===== config.mk =====
export PLATFORM = sky130hd
export DESIGN_NAME = alu_sequencer
export DESIGN_NICKNAME = d
export VERILOG_FILES = /design/src/rtl/alu_sequencer.sv
export SDC_FILE = /design/constraint.sdc
export NUM_CORES = 1
export LEC_CHECK = 0
export ABC_AREA = 0
export CAP_MARGIN = 5
export CORE_MARGIN = 2
export CORE_UTILIZATION = 36
export CTS_CLUSTER_SIZE = 25
export DETAILED_ROUTE_END_ITERATION = 7
export GPL_TIMING_DRIVEN = 0
export PLACE_DENSITY = 0.78
export SETUP_SLACK_MARGIN = 0.15
export SLEW_MARGIN = 20
export SYNTH_ARGS = -nofsm -noshare
export SYNTH_HDL_FRONTEND = slang
export SYNTH_SLANG_ARGS = --single-unit

===== constraint.sdc =====
create_clock -name clk -period 3.99 [get_ports clk]
set_input_delay 1.197 -clock clk [delete_from_list [all_inputs] [get_ports clk]]
set_output_delay 1.197 -clock clk [all_outputs]
set_load 0.02 [all_outputs]

===== src/rtl/alu_sequencer.sv =====
// Shares one external combinational ALU between two requesters: round-robin grant,
// registered operands, multi-cycle multiply hold, valid/ready response and Z/N flags.
module alu_sequencer #(
    parameter int MUL_CYCLES = 3
) (
    input  logic        clk,
    input  logic        rst,
    input  logic        req0_valid,
    output logic        req0_ready,
    input  logic [3:0]  req0_op,
    input  logic [31:0] req0_a,
    input  logic [31:0] req0_b,
    input  logic        req0_set,
    input  logic        req1_valid,
    output logic        req1_ready,
    input  logic [3:0]  req1_op,
    input  logic [31:0] req1_a,
    input  logic [31:0] req1_b,
    input  logic        req1_set,
    output logic [31:0] alu_dat1,
    output logic [31:0] alu_dat2,
    output logic [3:0]  alu_control,
    output logic        alu_set,
    input  logic [31:0] alu_result,
    input  logic        alu_Z,
    input  logic        alu_N,
    output logic        rsp_valid,
    input  logic        rsp_ready,
    output logic        rsp_id,
    output logic [31:0] rsp_result,
    output logic        rsp_Z,
    output logic        rsp_N,
    output logic        flag_Z,
    output logic        flag_N
);

    typedef enum logic [1:0] {IDLE, EXEC, RESP} state_t;

    localparam logic [3:0] MUL_LOAD = 4'(MUL_CYCLES - 1);

    state_t      state;
    logic [3:0]  cnt;
    logic        last_grant;
    logic        cap_id;
    logic        cap_set;
    logic        grant;
    logic        grant_id;
    logic [3:0]  sel_op;
    logic [31:0] sel_a;
    logic [31:0] sel_b;
    logic        sel_set;

    // Grant decode depends only on state, valids and last_grant (never on rsp_ready).
    always_comb begin
        grant    = (state == IDLE) && (req0_valid || req1_valid);
        grant_id = (req0_valid && req1_valid) ? ~last_grant : req1_valid;
        sel_op   = grant_id ? req1_op  : req0_op;
        sel_a    = grant_id ? req1_a   : req0_a;
        sel_b    = grant_id ? req1_b   : req0_b;
        sel_set  = grant_id ? req1_set : req0_set;
    end

    assign req0_ready = grant && !grant_id;
    assign req1_ready = grant && grant_id;
    assign rsp_valid  = (state == RESP);
    assign alu_set    = (state == EXEC) && cap_set;

    always_ff @(posedge clk or posedge rst) begin
        if (rst) begin
            state       <= IDLE;
            cnt         <= 4'd0;
            last_grant  <= 1'b1;
            cap_id      <= 1'b0;
            cap_set     <= 1'b0;
            alu_dat1    <= 32'd0;
            alu_dat2    <= 32'd0;
            alu_control <= 4'd0;
            rsp_id      <= 1'b0;
            rsp_result  <= 32'd0;
            rsp_Z       <= 1'b0;
            rsp_N       <= 1'b0;
            flag_Z      <= 1'b0;
            flag_N      <= 1'b0;
        end else begin
            case (state)
                IDLE: begin
                    if (grant) begin
                        last_grant  <= grant_id;
                        cap_id      <= grant_id;
                        cap_set     <= sel_set;
                        alu_dat1    <= sel_a;
                        alu_dat2    <= sel_b;
                        alu_control <= sel_op;
                        cnt         <= (sel_op == 4'd2) ? MUL_LOAD : 4'd0;
                        state       <= EXEC;
                    end
                end
                EXEC: begin
                    if (cnt != 4'd0) begin
                        cnt <= cnt - 4'd1;
                    end else begin
                        rsp_id     <= cap_id;
                        rsp_result <= alu_result;
                        rsp_Z      <= alu_Z;
                        rsp_N      <= alu_N;
                        if (cap_set) begin
                            flag_Z <= alu_Z;
                            flag_N <= alu_N;
                        end
                        state <= RESP;
                    end
                end
                RESP: begin
                    if (rsp_ready) begin
                        state <= IDLE;
                    end
                end
                default: state <= IDLE;
            endcase
        end
    end

endmodule


==> qor.yml, run 1 <==
status: "complete, no violations"
route.antenna.remaining_nets: 0
grt_antenna_before_repair: 0
p_total_w: 0.007357
finalCriticalPeriod_ns: 3.781
clock-root-buffer: "sky130_fd_sc_hd__clkbuf_16"
grt_setup_unrepaired: "true"
critPathArrivalTime_ns: 2.58
layout-drive-gt1-share_pct: 35.63
grt_start_max_net_pins: 35
track_usage_pct: 19.43
yosysWarningCount: 0
r2r_cells: 6
whs_path_depth: 1
fraction_of_power_spent_switching_nets_pct: 33.04
tightestPinTransition_ns: 0.7336
max_cap_viol_count: 0
static-leakage-power_nw: 3.748
worst_clock_skew_ns: 0.005374
powerDensity_nw_per_um2: 804.1
initialDrtViolationCount: 98
postCtsHoldBufs: 0
nNetsFinal: 834
boundaryPins: 286
worst_setup_path_start_kind: "input pin"
detailroute.via_count: 4006
syn-cell-area_sq_um: 5313
routed_via_density: 4.702
synth.lib_cells_used.distinct: 27
drt_pass1_iterations: 4
layout-area-overhead-vs-synth_pct: 72.23
final_hold_viol_count: 0
cts-buffers-inserted: 17
timing.fmax_ghz: 0.2645
core_region_area_sq_um: 14480
floorplan.initialDensity_pct: 36.69
site_row_count: 44
p_sw_w: 0.002431
p_comb_share_pct: 48.8
grt_pass1_wl_microns: 23820
timing_max_transition_violations_final: 0
endpoint_kind: "primary output"
seq_area_frac_synth_pct: 53.72
setup_tns_ns: 0
timing.setup.critical_path_class: "in2out"
synth_top_area_cell: "sky130_fd_sc_hd__dfrtp_1"
antenna_cells: 0
synth_simple_gate_area_share_pct: 2.803
worstPathMaxFanout: 10
cellInternalPower_w: 0.004926
avgSynthCellArea_sq_um: 15.35
slew-limit-headroom_pct: 50.99
route.detailed.drc: 0
most_area_consuming_cells_after_synthesis: "sky130_fd_sc_hd__dfrtp_1 (53%), sky130_fd_sc_hd__mux2_2 (36%), sky130_fd_sc_hd__buf_6 (3.6%)"
yosys_register_bits: 114
clock_tree_from_tritoncts: "done"
clock-sinks: 114
dp_hpwl_microns: 11470
synth_top_area_share_pct: 53.23
fillCellCount: 1108
yosys.area_share.adder_pct: 0.4710
floorplan.die_area_sq_um: 15750
post-place-cells: 818
clkTransAtPathRegs_ns: 0.05
synth_compound_area_share_pct: 0.8008
clk_latency_ns: 0.41
finalSetupViolCount: 0
crit_required_ns: 2.79
die_width_microns: 125.5
first_global_vias: 4607
finalWeightedCongestion: 0.7709
post-route-period-util_pct: 94.75
pwr-share-seq_pct: 28.2
clkPwrFrac_pct: 23.0
routed_wirelength_microns: 14930
cts_max_path_buffers: 2
synth_top_family_by_area: "multiplexers"
yosys.area_share.xor_xnor_pct: 0
grt_ovf: 0
io_buffers: 285
final-instance-count-excl-fill: 852
synth.area.mux_share_pct: 38.22
nets_in_the_synthesized_netlist: 525
die-height_microns: 125.5
post_synth_inst_count: 346
hold_class: "reg2reg"
htree_levels: 4
vdd_ir_drop_max_mv: 0.4338
wire_per_inst_microns: 17.52
critical path, stage by stage:
cell                              delay [ns]
sky130_fd_sc_hd__clkdlybuf4s50_1        0.49
sky130_fd_sc_hd__a21boi_2               0.23
sky130_fd_sc_hd__buf_6                  0.13
sky130_fd_sc_hd__buf_6                  0.15
sky130_fd_sc_hd__and2_1                 0.13
sky130_fd_sc_hd__clkdlybuf4s15_2        0.25
cell families after synthesis:
family,count (synthesis)
multiplexers,180
flip-flops,114
buffers and inverters,22
AND/OR/NAND/NOR,21
AO/OA/AOI/OAI,7
adder cells (fa/ha/maj),2
power groups by stage:
stage,clock [W],sequential [W],combinational [W]
after global placement,0,0.00205,0.00355
after CTS,0.00172,0.00208,0.00365
after detailed placement,0,0.00209,0.00362
after global routing,0.00179,0.00215,0.00380
after floorplan,0,0.00274,0.00130
final,0.00169,0.00207,0.00359
worst paths after layout:
path                         startpoint      endpoint  slack [ns]
min in group asynchronous           rst  alu_dat2[19]        1.26
max                          req1_valid    req1_ready        0.21
max reg2reg                  last_grant  alu_dat2[31]        2.12
min                        alu_dat1[20]  alu_dat1[20]        0.49
max in group asynchronous           rst  alu_dat1[14]        2.12
min reg2reg                alu_dat1[20]  alu_dat1[20]        0.49
stage by stage:
stage                     hold slack [ns]  area, sq um  utilization (%)  worst slack [ns]
after floorplan                    0.4541         5316                -            0.7851
after global placement             0.4697         8399            58.01           -0.3311
after detailed placement           0.4740         8467            58.48           -0.3560
after CTS                          0.4931         9150            63.20            0.1840
after global routing               0.5030         9150            63.20            0.1225
final                              0.4923         9150            63.20            0.2094
area by class of cell:
class / count / area, sq um / share of cell area (%)
well taps: 184 / 230.2 / 2.516
repair buffers: 290 / 2935 / 32.08
plain buffers: 18 / 196.4 / 2.147
clock buffers: 22 / 484.2 / 5.292
multi-input cells: 210 / 2253 / 24.63
clock inverters: 10 / 177.7 / 1.942
flip-flops and latches: 114 / 2854 / 31.19
inverters: 4 / 18.77 / 0.2051
layer usage:
| layer | global-route usage [%] | vias to the layer above | wire (microns) |
|---|---|---|---|
| li1 | - | 1877 | - |
| met1 | 20.35 | 1940 | 5507 |
| met2 | 35.07 | 173 | 7875 |
| met3 | 8.515 | 16 | 1335 |
| met4 | 5.882 | 0 | 209 |
| met5 | 0 | - | 0 |
registers in the layout, indices dropped and copies added, names as in the netlist:
name / flops
state: 2
rsp_result: 32
flag_Z: 1
rsp_id: 1
rsp_N: 1
cap_id: 1
cnt: 4
rsp_Z: 1
alu_dat1: 32
alu_control: 4
last_grant: 1
cap_set: 1
flag_N: 1
alu_dat2: 32
cell usage in the layout (no fill, tap or decap), types with 2 or more instances in the layout:
cell type	count
sky130_fd_sc_hd__clkbuf_8	4
sky130_fd_sc_hd__dfrtp_1	113
sky130_fd_sc_hd__or2_2	2
sky130_fd_sc_hd__inv_1	3
sky130_fd_sc_hd__mux2i_1	3
sky130_fd_sc_hd__clkdlybuf4s50_1	283
sky130_fd_sc_hd__mux2_1	4
sky130_fd_sc_hd__clkbuf_16	17
sky130_fd_sc_hd__ha_1	2
sky130_fd_sc_hd__buf_6	17
sky130_fd_sc_hd__bufinv_16	5
sky130_fd_sc_hd__nor4b_1	2
sky130_fd_sc_hd__mux2_2	171
sky130_fd_sc_hd__clkinvlp_4	2
sky130_fd_sc_hd__nand3_1	4
sky130_fd_sc_hd__buf_4	2
sky130_fd_sc_hd__o21ai_0	4
sky130_fd_sc_hd__clkinv_2	4
sky130_fd_sc_hd__nand2b_1	2
sky130_fd_sc_hd__and2_1	2
sky130_fd_sc_hd__mux2_4	2
sky130_fd_sc_hd__buf_12	2
synthesized netlist by cell type, drive strengths merged:
master,n
and2b,1
and2,2
buf,18
nand3,4
nor4b,2
ha,2
or3b,1
inv,4
dfrtp,113
dfstp,1
nand2,1
nor3b,1
nor3,1
mux2i,3
nor2,3
mux2,177
o221ai,1
nand2b,2
o21ai,4
or2,2
a21boi,1
or3,1
o22ai,1
repair_timing:
| item | CTS | global route |
|---|---|---|
| endpoints found under the setup margin | 2 | 2 |
| hold endpoints to repair | 0 | 0 |
| gates resized for setup | 6 | 0 |
| pin swaps | 1 | 0 |
| buffers inserted | 2 | 0 |
Note: power is estimated with default switching activity, not from simulation.
==> inputs of run 2 (changes only) <==
Settings changed: GPL_ROUTABILITY_DRIVEN set to 0, PLACE_DENSITY 0.78 to not set, PLACE_DENSITY_LB_ADDON set to 0.2.
==> run 2 against run 1 <==
Compared with the run above:
- critical path depth shrank 1
- combinational power is essentially flat
- sequential power is essentially flat
- critical path type unchanged
- highest routed layer unchanged
==> qor.yml, run 2 (synthesis gave the netlist of run 1 again) <==
layout.cells.most_common_list: "sky130_fd_sc_hd__clkdlybuf4s50_1 (283), sky130_fd_sc_hd__mux2_2 (171), sky130_fd_sc_hd__dfrtp_1 (113), sky130_fd_sc_hd__buf_6 (17), sky130_fd_sc_hd__clkbuf_16 (17)"
r2r_cells: 6
clock-sinks: 114
die_width_microns: 125.5
timing.fmax_ghz: 0.2663
status: "complete, no violations"
grt_pass1_wl_microns: 23250
layout-drive-gt1-share_pct: 34.93
die-height_microns: 125.5
fraction_of_power_spent_switching_nets_pct: 33.39
highest_layer: "met4"
grt_start_max_net_pins: 32
finalWorstSetupSlack_ns: 0.2355
timing.setup.critical_path_class: "in2out"
critPathArrivalTime_ns: 2.56
finalCriticalPeriod_ns: 3.754
most_common_cell_after_layout_fill_and_taps_aside: "sky130_fd_sc_hd__clkdlybuf4s50_1"
slew-limit-headroom_pct: 56.63
route.antenna.remaining_nets: 0
track_usage_pct: 18.88
clock-root-buffer: "sky130_fd_sc_hd__clkbuf_16"
clkPwrFrac_pct: 20.5
static-leakage-power_nw: 3.701
detailroute.via_count: 4045
cts_max_path_buffers: 2
max_cap_viol_count: 0
wire_per_inst_microns: 16.96
hold_class: "reg2reg"
post-route-period-util_pct: 94.10
worstPathMaxFanout: 5
endpoint_kind: "primary output"
drt_pass1_iterations: 4
worst_clock_skew_ns: 0.007045
worst_setup_path_start_kind: "input pin"
launching_element_of_the_worst_setup_path: "req0_valid"
route.detailed.drc: 0
p_comb_share_pct: 50.3
boundaryPins: 286
floorplan.initialDensity_pct: 36.69
detailedPlace.worstSlack_ns: -0.2958
pwr-share-seq_pct: 29.1
io_buffers: 285
source_of_the_worst_register_to_register_timing_path: "cnt[0]"
final_hold_viol_count: 0
dr_wl_met3_microns: 1345
site_row_count: 44
met2_length_microns: 7402
powerDensity_nw_per_um2: 784.4
clock_tree_from_tritoncts: "done"
vdd_ir_drop_max_mv: 0.4479
floorplan.die_area_sq_um: 15750
whs_ns: 0.4905
cts-buffers-inserted: 17
tightestPinTransition_ns: 0.6492
reg_top3: "alu_dat1 (32), alu_dat2 (32), rsp_result (32)"
clk_latency_ns: 0.41
antenna_cells: 0
finalSetupViolCount: 0
regToRegSetupSlack_ns: 2.12
core_region_area_sq_um: 14480
wirelength_met1_microns: 5322
critical_path.endpoint: "req0_ready"
worst_hold_startpoint: "cap_id"
initialDrtViolationCount: 117
dp_hpwl_microns: 11200
grt_setup_unrepaired: "false"
crit_required_ns: 2.79
p_sw_w: 0.002371
first_global_vias: 4531
routed_via_density: 4.753
timing_max_transition_violations_final: 0
worstReg2RegEnd: "rsp_result[5]"
clkTransAtPathRegs_ns: 0.05
cellInternalPower_w: 0.004731
routed_wirelength_microns: 14430
grt_ovf: 0
nNetsFinal: 834
htree_levels: 4
layout-area-overhead-vs-synth_pct: 70.44
grt_antenna_before_repair: 0
-- run 2: changes by cell type in the layout (fill, tap and decap cells not counted) --
| cell | delta |
|---|---|
| sky130_fd_sc_hd__buf_12 | +1 |
| sky130_fd_sc_hd__buf_16 | -1 |
| sky130_fd_sc_hd__bufinv_16 | -3 |
| sky130_fd_sc_hd__clkbuf_1 | +4 |
| sky130_fd_sc_hd__clkbuf_2 | +1 |
| sky130_fd_sc_hd__clkdlybuf4s15_1 | +1 |
| sky130_fd_sc_hd__clkdlybuf4s15_2 | -1 |
| sky130_fd_sc_hd__clkinv_2 | -1 |
| sky130_fd_sc_hd__clkinvlp_4 | -1 |
| sky130_fd_sc_hd__dlygate4sd2_1 | -1 |
| sky130_fd_sc_hd__nor2_2 | -1 |
| sky130_fd_sc_hd__nor2_4 | +1 |
-- run 2: layer usage --
layer  vias up  track usage, %
met2       189           33.32
li1       1872               -
met1      1957           19.93
met4         0           7.908
met3        27           7.617
met5         -               0
-- run 2: repair_timing --
action / in CTS / in global routing
hold buffers: 0 / 0
pin swaps: 1 / 0
gates resized for setup: 3 / 5
buffers inserted: 2 / 0
endpoints found under the setup margin: 2 / 2
-- run 2: worst min path at each step --
stage	cells after the start	endpoint	slack [ns]
2_1_floorplan	1	cap_id	0.45
3_3_place_gp	1	alu_dat1[20]	0.48
3_5_place_dp	1	cap_id	0.48
4_1_cts	1	cap_id	0.50
5_1_grt	1	cap_id	0.51
6_report	1	cap_id	0.49
-- run 2: cell type report --
| class | count | area [sq um] |
|---|---|---|
| plain buffers | 18 | 196.4 |
| clock buffers | 26 | 499.2 |
| clock inverters | 5 | 75.07 |
| fillers | 1159 | 5424 |
| inverters | 4 | 18.77 |
| multi-input cells | 210 | 2258 |
| flip-flops and latches | 114 | 2854 |
| well taps | 184 | 230.2 |
| repair buffers | 290 | 2923 |
-- run 2: critical path, cell delays in order --
cell,delay [ns]
sky130_fd_sc_hd__clkdlybuf4s50_1,0.54
sky130_fd_sc_hd__nor2_4,0.09
sky130_fd_sc_hd__or2_2,0.30
sky130_fd_sc_hd__nor2_1,0.10
sky130_fd_sc_hd__clkdlybuf4s15_1,0.33
-- run 2: through the flow --
| stage | cells | power [W] | instance area [sq um] | setup TNS [ns] | util [%] |
|---|---|---|---|---|---|
| after CTS | 851 | 0.007205 | 9049 | 0 | 62.50 |
| after global routing | 851 | 0.007508 | 9055 | 0 | 62.54 |
| final | 851 | 0.007103 | 9055 | 0 | 62.54 |
| after floorplan | 346 | 0.004039 | 5316 | 0 | - |
| after global placement | 815 | 0.005604 | 8399 | -0.3470 | 58.01 |
| after detailed placement | 818 | 0.005703 | 8459 | -0.4246 | 58.43 |
-- run 2: power by group through the flow --
stage               Combinational (W)  Sequential, W  Clock, W
CTS                           0.00363        0.00208   0.00149
finish                        0.00358        0.00207   0.00146
global placement              0.00355        0.00205         0
floorplan                     0.00130        0.00274         0
global route                  0.00379        0.00215   0.00157
detailed placement            0.00361        0.00209         0
